## config.mk

```make
export PLATFORM = sky130hd
export DESIGN_NAME = q2_sequencer
export DESIGN_NICKNAME = d
export VERILOG_FILES = /design/src/rtl/q2_pkg.sv /design/src/rtl/q2_panel_sync.sv /design/src/rtl/q2_sequencer.sv
export SDC_FILE = /design/constraint.sdc
export NUM_CORES = 1
export LEC_CHECK = 0
export ABC_AREA = 1
export BUFFER_PORTS_ARGS = -buffer_cell sky130_fd_sc_hd__buf_2
export CAP_MARGIN = 30
export CORE_UTILIZATION = 53
export CTS_CLUSTER_SIZE = 8
export DETAILED_ROUTE_END_ITERATION = 16
export PLACE_DENSITY = 0.86
export SYNTH_ARGS = -nofsm -noshare
export SYNTH_HDL_FRONTEND = slang
export SYNTH_SLANG_ARGS = --single-unit
```

## constraint.sdc

```tcl
create_clock -name clk -period 1.95 [get_ports clk]
set_clock_uncertainty 0.1 [all_clocks]
set_input_delay 0.2925 -clock clk [delete_from_list [all_inputs] [get_ports clk]]
set_output_delay 0.2925 -clock clk [all_outputs]
set_load 0.01 [all_outputs]
```

## src/rtl/q2_pkg.sv

```systemverilog
// Shared encodings for the Q2 cycle sequencer: state bits, phases and front-panel operations.
package q2_pkg;

    // Values are the {s3,s2,s1,s0} patterns the control decoder expects.
    typedef enum logic [3:0] {
        ST_FETCH = 4'b0000,
        ST_DEREF = 4'b0001,
        ST_LOAD  = 4'b0010,
        ST_EXEC  = 4'b0011,
        ST_SHIFT = 4'b0100,
        ST_FINAL = 4'b1000
    } state_t;

    typedef enum logic [1:0] {
        PH0 = 2'd0,
        PH1 = 2'd1,
        PH2 = 2'd2
    } phase_t;

    typedef enum logic [1:0] {
        PNL_IDLE = 2'd0,
        PNL_DEP  = 2'd1,
        PNL_INC  = 2'd2
    } panel_t;

    // Higher value wins when several panel edges land in the same clock.
    typedef enum logic [1:0] {
        OP_NONE = 2'd0,
        OP_STEP = 2'd1,
        OP_EXAM = 2'd2,
        OP_DEP  = 2'd3
    } panel_op_t;

    function automatic panel_op_t pick_op(input logic dep, input logic exam, input logic step);
        if (dep)  return OP_DEP;
        if (exam) return OP_EXAM;
        if (step) return OP_STEP;
        return OP_NONE;
    endfunction

    // nor/add/shr run the bit-serial ALU after EXEC; ld and the o2 class do not.
    function automatic logic uses_alu(input logic o2, input logic o1, input logic o0);
        return ~o2 & (o1 | o0);
    endfunction

endpackage

```

## src/rtl/q2_panel_sync.sv

```systemverilog
// Multi-flop synchronizer for one asynchronous panel input, with optional rising-edge detect.
module q2_panel_sync #(
    parameter int   STAGES      = 2,
    parameter bit   DETECT_RISE = 1'b1,
    parameter logic RST_VAL     = 1'b1
) (
    input  logic clk,
    input  logic rst,
    input  logic raw,
    output logic clean
);

    logic [STAGES-1:0] sync_q;

    // NOTE: clocked state is written with non-blocking assignments so every flop
    // in the chain samples the value from before this edge, not its neighbour's new one.
    always_ff @(posedge clk) begin
        if (rst) begin
            sync_q <= {STAGES{RST_VAL}};
        end else begin
            sync_q <= {sync_q[STAGES-2:0], raw};
        end
    end

    generate
        if (DETECT_RISE) begin : g_rise
            logic hist_q;

            // Resetting the history high means a button held through reset is not an edge.
            always_ff @(posedge clk) begin
                if (rst) begin
                    hist_q <= RST_VAL;
                end else begin
                    hist_q <= sync_q[STAGES-1];
                end
            end

            assign clean = sync_q[STAGES-1] & ~hist_q;
        end else begin : g_level
            assign clean = sync_q[STAGES-1];
        end
    endgenerate

endmodule

```

## src/rtl/q2_sequencer.sv

```systemverilog
// Q2 CPU cycle sequencer: walks FETCH/DEREF/LOAD/EXEC/SHIFT/FINAL with a write-strobe phase,
// and turns front-panel run/step/deposit/examine into control pulses.
module q2_sequencer
    import q2_pkg::*;
#(
    parameter int ALU_BITS    = 8,
    parameter int SYNC_STAGES = 2
) (
    input  logic clk,
    input  logic rst,
    input  logic run_sw,
    input  logic step_btn,
    input  logic dep_btn,
    input  logic exam_btn,
    input  logic deref,
    input  logic o0,
    input  logic o1,
    input  logic o2,
    output logic s0,
    output logic s1,
    output logic s2,
    output logic s3,
    output logic ws,
    output logic dep_sw,
    output logic incp_db,
    output logic halted
);

    localparam int CNT_W = $clog2(ALU_BITS);
    localparam logic [CNT_W-1:0] SHIFT_LAST = CNT_W'(ALU_BITS - 2);

    logic run_lvl;
    logic step_rise;
    logic dep_rise;
    logic exam_rise;

    q2_panel_sync #(.STAGES(SYNC_STAGES), .DETECT_RISE(1'b0), .RST_VAL(1'b0)) u_run_sync (
        .clk   (clk),
        .rst   (rst),
        .raw   (run_sw),
        .clean (run_lvl)
    );

    q2_panel_sync #(.STAGES(SYNC_STAGES), .DETECT_RISE(1'b1), .RST_VAL(1'b1)) u_step_sync (
        .clk   (clk),
        .rst   (rst),
        .raw   (step_btn),
        .clean (step_rise)
    );

    q2_panel_sync #(.STAGES(SYNC_STAGES), .DETECT_RISE(1'b1), .RST_VAL(1'b1)) u_dep_sync (
        .clk   (clk),
        .rst   (rst),
        .raw   (dep_btn),
        .clean (dep_rise)
    );

    q2_panel_sync #(.STAGES(SYNC_STAGES), .DETECT_RISE(1'b1), .RST_VAL(1'b1)) u_exam_sync (
        .clk   (clk),
        .rst   (rst),
        .raw   (exam_btn),
        .clean (exam_rise)
    );

    state_t           state_q, state_d;
    phase_t           phase_q, phase_d;
    logic [CNT_W-1:0] cnt_q, cnt_d;
    panel_t           pnl_q, pnl_d;
    logic             step_pend_q, step_pend_d;
    logic             ws_q;

    logic      parked;
    logic      pnl_idle;
    logic      go;
    panel_op_t op;

    assign parked   = (state_q == ST_FETCH) && (phase_q == PH0);
    assign pnl_idle = (pnl_q == PNL_IDLE);
    // A panel pulse sequence in flight blocks both run and a pending step.
    assign go       = pnl_idle && (run_lvl || step_pend_q);
    assign halted   = parked && !go;
    assign op       = (halted && pnl_idle) ? pick_op(dep_rise, exam_rise, step_rise) : OP_NONE;

    // NOTE: every signal driven here gets its default first, so no path through
    // the case statements can leave one unassigned and infer a latch.
    always_comb begin
        state_d = state_q;
        phase_d = phase_q;
        cnt_d   = cnt_q;
        unique case (phase_q)
            PH0: begin
                if (!parked || go) phase_d = PH1;
            end
            PH1: begin
                if (state_q == ST_FETCH) begin
                    phase_d = PH2;
                end else begin
                    phase_d = PH0;
                    case (state_q)
                        ST_DEREF: state_d = o2 ? ST_EXEC : ST_LOAD;
                        ST_LOAD:  state_d = ST_EXEC;
                        ST_EXEC:  state_d = uses_alu(o2, o1, o0) ? ST_SHIFT : ST_FETCH;
                        ST_SHIFT: begin
                            if (cnt_q == SHIFT_LAST) begin
                                cnt_d   = '0;
                                state_d = ST_FINAL;
                            end else begin
                                cnt_d = cnt_q + CNT_W'(1);
                            end
                        end
                        default:  state_d = ST_FETCH;
                    endcase
                end
            end
            PH2: begin
                // O was written during FETCH phase1, so the opcode is only trusted here.
                phase_d = PH0;
                if (deref)    state_d = ST_DEREF;
                else if (!o2) state_d = ST_LOAD;
                else          state_d = ST_EXEC;
            end
            default: begin
                phase_d = PH0;
                state_d = ST_FETCH;
            end
        endcase
    end

    always_comb begin
        pnl_d       = pnl_q;
        step_pend_d = step_pend_q;
        unique case (pnl_q)
            PNL_IDLE: begin
                if (op == OP_DEP)       pnl_d = PNL_DEP;
                else if (op == OP_EXAM) pnl_d = PNL_INC;
            end
            PNL_DEP: pnl_d = PNL_INC;
            PNL_INC: pnl_d = PNL_IDLE;
            default: pnl_d = PNL_IDLE;
        endcase
        if (parked && go)       step_pend_d = 1'b0;
        else if (op == OP_STEP) step_pend_d = 1'b1;
    end

    always_ff @(posedge clk) begin
        if (rst) begin
            state_q     <= ST_FETCH;
            phase_q     <= PH0;
            cnt_q       <= '0;
            ws_q        <= 1'b0;
            pnl_q       <= PNL_IDLE;
            step_pend_q <= 1'b0;
        end else begin
            state_q     <= state_d;
            phase_q     <= phase_d;
            cnt_q       <= cnt_d;
            ws_q        <= (phase_d == PH1);
            pnl_q       <= pnl_d;
            step_pend_q <= step_pend_d;
        end
    end

    assign {s3, s2, s1, s0} = state_q;
    assign ws               = ws_q;
    assign dep_sw           = (pnl_q == PNL_DEP);
    assign incp_db          = (pnl_q == PNL_INC);

endmodule
```

Word-level counts from Yosys, hierarchy flattened --
Index checks and enable logic that the tools add are counted.
Storage, ports and cells: bits in registers 24, bits in latches 0, RAM bits 0, bits in read-only memories 0, input bits 10, output and inout bits 8, memories 0
Cells by class: add/subtract/negate cells 1, multiply operators 0, div/mod/pow operators 0, magnitude comparators 0, equal/unequal tests 16, shift-type cells 0, mux-type cells 27, bitwise logic cells 11, reductions and logical operators 15
Operators with widths (count):
- 2-bit two-way mux | 12
- 4-bit one-hot mux with 4 select lines | 1
- 4-bit one-hot mux with 3 select lines | 1
- 2-bit by 1-bit equality test with 1-bit output (second input constant) | 4
- 2-bit equality test (second input constant) | 4
- 4-bit by 2-bit equality test with 1-bit output (second input constant) | 2
- 4-bit two-way mux | 2
- 2-bit one-hot mux with 2 select lines | 2
- 1-bit two-way mux | 7
- 3-bit two-way mux | 2
- 1-bit NOT | 6
- 3-bit AND reduction | 2
- 1-bit logical AND | 5
- 1-bit AND | 4
- 4-bit by 1-bit equality test with 1-bit output (second input constant) | 1
- 4-bit by 3-bit equality test with 1-bit output (second input constant) | 1
- 2-bit logical NOT | 2
- 4-bit logical NOT | 1
- 3-bit by 1-bit adder with 3-bit output (second input constant) | 1
- 3-bit equality test (second input constant) | 1
- 3-bit by 1-bit != test with 1-bit output (second input constant) | 1
- 3-bit != test (second input constant) | 1
- 1-bit logical NOT | 2
- 1-bit logical OR | 2
- 3 further kinds | 3

Logic depth before layout (Yosys ltp) --
Gate-level depths: netlist of the first run.
word-level depth 14, mapped depth 10

Modules after synthesis --
From an unflattened synthesis of the first run, not the netlist that was laid out.
Second synthesis, totals: cells, all modules 145, area, all modules 1056.0 um^2
By module, submodules not included:
- q2_sequencer | times used 1, cells an instance 106, area each 723.2 um^2
- q2_panel_sync (u_dep_sync ...) | times used 3, cells an instance 11, area each 92.6 um^2
- q2_panel_sync (u_run_sync) | times used 1, cells an instance 6, area each 55.1 um^2

Worst setup path after synthesis of the first run --
Ideal clock, no wire load.
path kind register to register, from register phase_q[1], to register state_q[2], data arrival time 1.232 ns, required time 1.780 ns, path slack 0.548 ns, cell stages (with the launch flop) 11, path buffers 0, period minus slack after synthesis 1.402 ns, path through dfxtp_1 -> inv_1 -> ha_1 -> inv_1 -> nor2_2 -> nand3_1 -> nor2_1 -> nor2_2 -> nand2_1 -> nand2_1 -> a21oi_1
On the way: longest elaborated chain between the ends 3, elaborated cells on any way between the ends 8, those cells by class eq/ne: 4; mux: 1; bitwise: 1; reduce/logical: 2
RTL lines:
- start: declaration | RTL line q2_sequencer.sv:66 | phase_t phase_q, phase_d;
- start signal: assignment | RTL line q2_sequencer.sv:155 | phase_q <= phase_d;
- 2-bit by 1-bit equality test with 1-bit output / 2-bit logical NOT (equally long branches) | RTL line q2_sequencer.sv:90 | unique case (phase_q)
- 3-bit != test (no source line) (tied with other cells)
- 3-bit AND reduction (no source line)
- end signal: assignment | RTL line q2_sequencer.sv:154 | state_q <= state_d;
- end: declaration | RTL line q2_sequencer.sv:65 | state_t state_q, state_d;
Parallel ways exist; a longest one is shown, timed or not. A chain may end at the register's enable or synchronous reset.

Worst setup path in the final report of the first run --
from register phase_q[1], to output halted
On the way: longest elaborated chain between the ends 3
RTL lines:
- 2-bit logical NOT | RTL line q2_sequencer.sv:77 | assign parked = (state_q == ST_FETCH) && (phase_q == PH0);
- 1-bit logical AND | RTL line q2_sequencer.sv:77
- 1-bit logical AND | RTL line q2_sequencer.sv:81 | assign halted = parked && !go;
- end: declaration | RTL line q2_sequencer.sv:26 | output logic halted
No other way between the ends.

==> metrics.cfg, run 1 <==
[sta]
tightest_slew_ns=0.274
tns_ns=0
fmax_mhz=541
max_slew_margin=0.818
rsz0062_at_grt=no
maxSlewViolCount=0
finalSetupViolations=0
hold_viol_final=0
min_period_over_period=0.948
finalCriticalPeriod_ns=1.85

[drt]
wl_per_cell_um=10.4
drt_first_iter_violations=17
first_pass_iters=4
drc_errors=0
wl_mm=1.91
drt-vias-per-instance=4.91
vias=904
drtAntennaViolNets=0

[die]
die_area_um2=2140
rows=15
core_region_area_um2=1780
io_pins=18
die_h_um=46.3
fp.dieW_um=46.3
start_util=0.583

[final_layout]
multi_input_area_um2=453
area_growth_syn_to_layout_pct=16.1
antenna_cells=0
drive_gt1_frac=0.226
fillers=147
register_area_um2=480
nets=173
fin_util=0.677

[clock_tree]
cts_buffer_depth=2
cts_tree=built
clock_sink_count=24
cts_max_level=1
clkLatencyLatePin_ns=0.32
cts-root-buf=clkbuf_4
hold_buffers=0
cts_made_buffers=3
clk_pin_slew_ns=0.13

[synth]
avgSynthCellArea_um2=7.48
synth.distinct_cells=20
synth_common_cells=inv_1 (27), dfxtp_1 (24), nor2_1 (20)
synth_edf_count=0
synth_top_area_share=0.462
yosysSeqAreaShare=0.462
post-synth-top-area-cell=dfxtp_1
synthCells=139
synth_area_um2=1040
async_flop_share=0
synth_most_common_cell=inv_1
netlist_top_cells_area=dfxtp_1 (46%), inv_1 (9.7%), nor2_1 (7.2%)
synth_nets=152
ys_warn_count=0
synth_ff_type=dfxtp_1
ys_ff_latch=24

[power]
switching_share=0.343
seqPwrFrac=0.406
peakVddDrop_mv=0.832
clkPwrFrac=0.252
power_switching_uw=483
p_comb_frac=0.342
cellLeakagePower_uw=0.000597
p_int_uw=924
p_per_area_nw_per_um2=1160

[worst_hold_path]
min_path_type=input pin to flop
worstHoldEndpoint=u_step_sync.sync_q[0]
hold_path_depth=2
hold_start=step_btn

[critical_path]
cp_max_fo=6
r2r_slack_ns=0.32
regToRegStartpoint=phase_q[1]
endpoint_kind=output port
critPathLaunchType=flop
critPathKind=flop to output port
reg2reg_depth=10
timing.rr.end=state_q[2]
cp_data_arrival_time_ns=1.46
critical_path_required_ns=1.56

[global_routing]
grt_pass1_wl_mm=3.02
antenna_found_initial=0
grt_pass1_vias=773
overflow=0
track_usage=0.203
grt_max_degree=18

[place]
routabilityCongestion=0.850
hpwl_mm=1.43
io_buffer_count=17

[job]
cap_violations=0

[outcome]
status=finished clean

==> critical path, cell delays in order (launching register included) <==
cell and delay (ns):
dfxtp_1 0.34, inv_1 0.12, ha_2 0.22, nand3_2 0.11, nor2_4 0.19, buf_2 0.16
==> what timing repair did <==
action / CTS / global route
setup buffers: 0 / 0
endpoints found under the setup margin: 0 / 1
hold endpoints to repair: 0 / 0
gates resized for setup: 0 / 1
==> cells by family after synthesis <==
kind of cell,synth area share
buffers and inverters,0.105
adders and majority gates,0.0361
DFF,0.462
and+or+nand+nor,0.309
AOI/OAI and AO/OA,0.0878
==> worst max-delay path by stage <==
| stage | cells past startpoint | endpoint | slack (ns) | start |
|---|---|---|---|---|
| 2_1_floorplan | 10 | state_q[2] | 0.55 | phase_q[1] |
| 3_3_place_gp | 10 | state_q[2] | 0.48 | phase_q[1] |
| 3_5_place_dp | 8 | cnt_q[2] | 0.36 | phase_q[1] |
| 4_1_cts | 5 | halted | 0.08 | phase_q[1] |
| 5_1_grt | 5 | halted | 0.004 | phase_q[1] |
| 6_report | 5 | halted | 0.10 | phase_q[1] |
==> flip-flops by register name, summed over array words and instances (netlist names), 2 cells and up <==
name                cells
state_q                 4
u_exam_sync.sync_q      2
u_dep_sync.sync_q       2
phase_q                 2
pnl_q                   2
cnt_q                   3
u_run_sync.sync_q       2
u_step_sync.sync_q      2
==> stage by stage <==
stage          hold WS [ns]  instance area (um^2)  power [uW]  std cells  setup WS [ns]
3_3_place_gp          0.289                  1150        1030        180          0.478
5_1_grt              0.0320                  1210        1500        184        0.00367
3_5_place_dp          0.295                  1150        1050        180          0.360
4_1_cts              0.0330                  1200        1410        184         0.0834
6_report             0.0426                  1210        1410        184          0.102
2_1_floorplan         0.288                  1040         932        139          0.548
==> per-layer routing <==
metal	wire, um	up-vias	track usage	share of wire
met5	0	-	0	0
met3	74	4	0.0353	0.039
li1	-	474	-	-
met2	966	22	0.380	0.51
met1	826	404	0.208	0.43
met4	39	0	0.112	0.020
==> area by class of cell <==
type / count / area share
Sequential cell: 24 / 0.398
Tap cell: 25 / 0.0259
Multi-Input combinational cell: 86 / 0.375
Timing Repair Buffer: 17 / 0.0705
Clock inverter: 1 / 0.0249
Inverter: 28 / 0.0870
Clock buffer: 3 / 0.0187
==> power groups by stage <==
stage	sequential, uW	combinational, uW	clock (uW)
floorplan	585	347	0
global placement	578	453	0
detailed placement	580	470	0
CTS	570	472	363
global route	577	545	377
finish	571	481	354
==> placed cells by master (no fill, tap or decap) <==
cell type  netlist  routed
a211oi_1         1       1
a21oi_1          8       8
buf_2            0      17
bufinv_16        0       1
clkbuf_4         0       3
dfxtp_1         24      24
ha_1             3       2
ha_2             0       1
inv_1           27      27
inv_2            1       1
nand2_1         18      18
nand3_1         11      11
nand3_2          1       1
nand3b_1         1       1
nand4_1          2       2
nor2_1          20      20
nor2_2           3       3
nor2_4           2       2
nor3_1           3       3
o211a_1          1       1
o21ai_0          5       5
o21ai_2          1       1
or2_2            6       6
Power figures use the tool's default switching activity.
==> inputs of run 2 (changes only) <==
Settings changed: CORE_ASPECT_RATIO from default to 0.7.
==> run 2 against run 1 <==
Worst hold slack lost 0.0032 ns; critical path depth is the same; global-route usage grew 1.1 points; non-clock buffer count is the same; combinational power grew 3%; core utilization grew 2.5 points; highest routed layer unchanged.
==> metrics.cfg, run 2 (synthesis gave the netlist of run 1 again) <==
[die]
rows=12  ; -3
die_h_um=39.1  ; -16%
start_util=0.607  ; +0.0243
fp.dieW_um=54.9  ; +19%
core_region_area_um2=1710  ; -4.0%
die_area_um2=2150  ; +0.14%
io_pins=18  ; unchanged

[sta]
finalSetupViolations=0  ; unchanged
holdWs_ns=0.0394  ; -0.00320 ns
hold_viol_final=0  ; unchanged
rsz0062_at_grt=no
tightest_slew_ns=0.323  ; +0.0499 ns
maxSlewViolCount=0  ; unchanged
fmax_mhz=543  ; +0.37%
finalCriticalPeriod_ns=1.84  ; -0.00682 ns
tns_ns=0  ; unchanged
max_slew_margin=0.784  ; -0.0333
min_period_over_period=0.944  ; -0.00350

[drt]
vias=888  ; -1.8%
drc_errors=0  ; unchanged
top_layer=met4
wl_met1_um=972  ; +18%
wl_mm=1.93  ; +1.2%
drt_first_iter_violations=27  ; +10
drt-vias-per-instance=4.93  ; +0.41%
wl_per_cell_um=10.7  ; +3.5%
first_pass_iters=4  ; unchanged
wl_met2_um=866  ; -10%
drtAntennaViolNets=0  ; unchanged
wl_met3_um=74  ; unchanged

[critical_path]
cp_slowest_cell=dfxtp_1
cp_data_arrival_time_ns=1.45  ; about the same
reg2reg_depth=10  ; unchanged
cp_max_fo=6  ; unchanged
endpoint_kind=output port
cp_top_family=flip-flops
critical-path-max-stage-delay_ns=0.34  ; about the same
critical_path_required_ns=1.56  ; about the same
regToRegStartpoint=phase_q[1]
critPathKind=flop to output port
timing.rr.end=state_q[2]
critPathLaunchType=flop
crit_buf_inv=2  ; unchanged
crit_chain=inv_1, ha_2, nand3_2, nor2_4, buf_2
r2r_slack_ns=0.33  ; about the same

[final_layout]
nets=173  ; unchanged
final_cell_mix=inv_1 (27), dfxtp_1 (24), nor2_1 (20)
reg.largest.list=state_q: 4 flops, cnt_q: 3 flops
antenna_cells=0  ; unchanged
largest_reg_flops=4  ; unchanged
layout_commonest_cell=inv_1
largest_register=state_q
drive_gt1_frac=0.226  ; unchanged
area_growth_syn_to_layout_pct=15.6

[clock_tree]
hold_buffers=0  ; unchanged
cts_tree=built
clkLatencyLatePin_ns=0.32  ; about the same
clk_pin_slew_ns=0.13  ; about the same
clock_sink_count=24  ; unchanged
cts_made_buffers=3  ; unchanged
cts_max_level=1  ; unchanged
cts-root-buf=clkbuf_4
cts_buffer_depth=2  ; unchanged

[worst_hold_path]
worstHoldEndpoint=u_step_sync.sync_q[0]
min_path_type=input pin to flop
hold_path_depth=2  ; unchanged
hold_start=step_btn

[global_routing]
antenna_found_initial=0  ; unchanged
grt_max_degree=18  ; unchanged
track_usage=0.214  ; +0.0109
grt_pass1_wl_mm=3.13  ; +3.6%
overflow=0  ; unchanged
grt_pass1_vias=770  ; -0.39%

[outcome]
status=finished clean

[place]
routabilityCongestion=0.873  ; +2.8%
hpwl_mm=1.48  ; +3.2%
io_buffer_count=17  ; unchanged

[power]
peakVddDrop_mv=0.780  ; -6.3%
cellLeakagePower_uw=0.000597  ; unchanged
p_per_area_nw_per_um2=1180  ; +1.6%

[job]
cap_violations=0  ; unchanged

==> run 2: cell counts in the layout (fill, tap and decap cells not counted) <==
Identical to the previous run, type by type.
==> run 2: worst max path at each step <==
| stage | start | end | slack, ns | depth (start not counted) |
|---|---|---|---|---|
| detailed placement | phase_q[1] | state_q[2] | 0.36 | 10 |
| finish | phase_q[1] | halted | 0.11 | 5 |
| global placement | phase_q[1] | state_q[2] | 0.47 | 10 |
| CTS | phase_q[1] | halted | 0.09 | 5 |
| floorplan | phase_q[1] | state_q[2] | 0.55 | 10 |
| global route | phase_q[1] | halted | 0.03 | 5 |
==> run 2: where the power goes <==
group          internal (uW)  switching, uW
combinational            176            318
clock                    208            150
sequential               541           29.5
total                    925            497
==> run 2: final cells by class <==
cell class / instances / area [um^2]
Sequential cell: 24 / 480
Timing Repair Buffer: 17 / 85.1
Multi-Input combinational cell: 86 / 453
Tap cell: 21 / 26.3
Clock buffer: 3 / 22.5
Inverter: 28 / 105
Fill cell: 141 / 509
Clock inverter: 1 / 30.0
==> run 2: what timing repair did <==
action,CTS,global route
endpoints found under the setup margin,0,1
resized for setup,0,1
setup buffers,0,0
==> run 2: metal layers <==
| metal | GRT usage | vias up |
|---|---|---|
| li1 | - | 473 |
| met1 | 0.263 | 396 |
| met2 | 0.373 | 17 |
| met3 | 0.0588 | 2 |
| met4 | 0.0375 | 0 |
| met5 | 0 | - |
==> run 2: metrics by stage <==
step	worst slack [ns]	total power (uW)	area [um^2]	cells	util
3_5_place_dp	0.365	1060	1150	176	0.670
3_3_place_gp	0.470	1030	1150	176	0.670
2_1_floorplan	0.548	932	1040	139	-
4_1_cts	0.0930	1410	1200	180	0.701
6_report	0.109	1420	1200	180	0.702
5_1_grt	0.0284	1510	1200	180	0.702
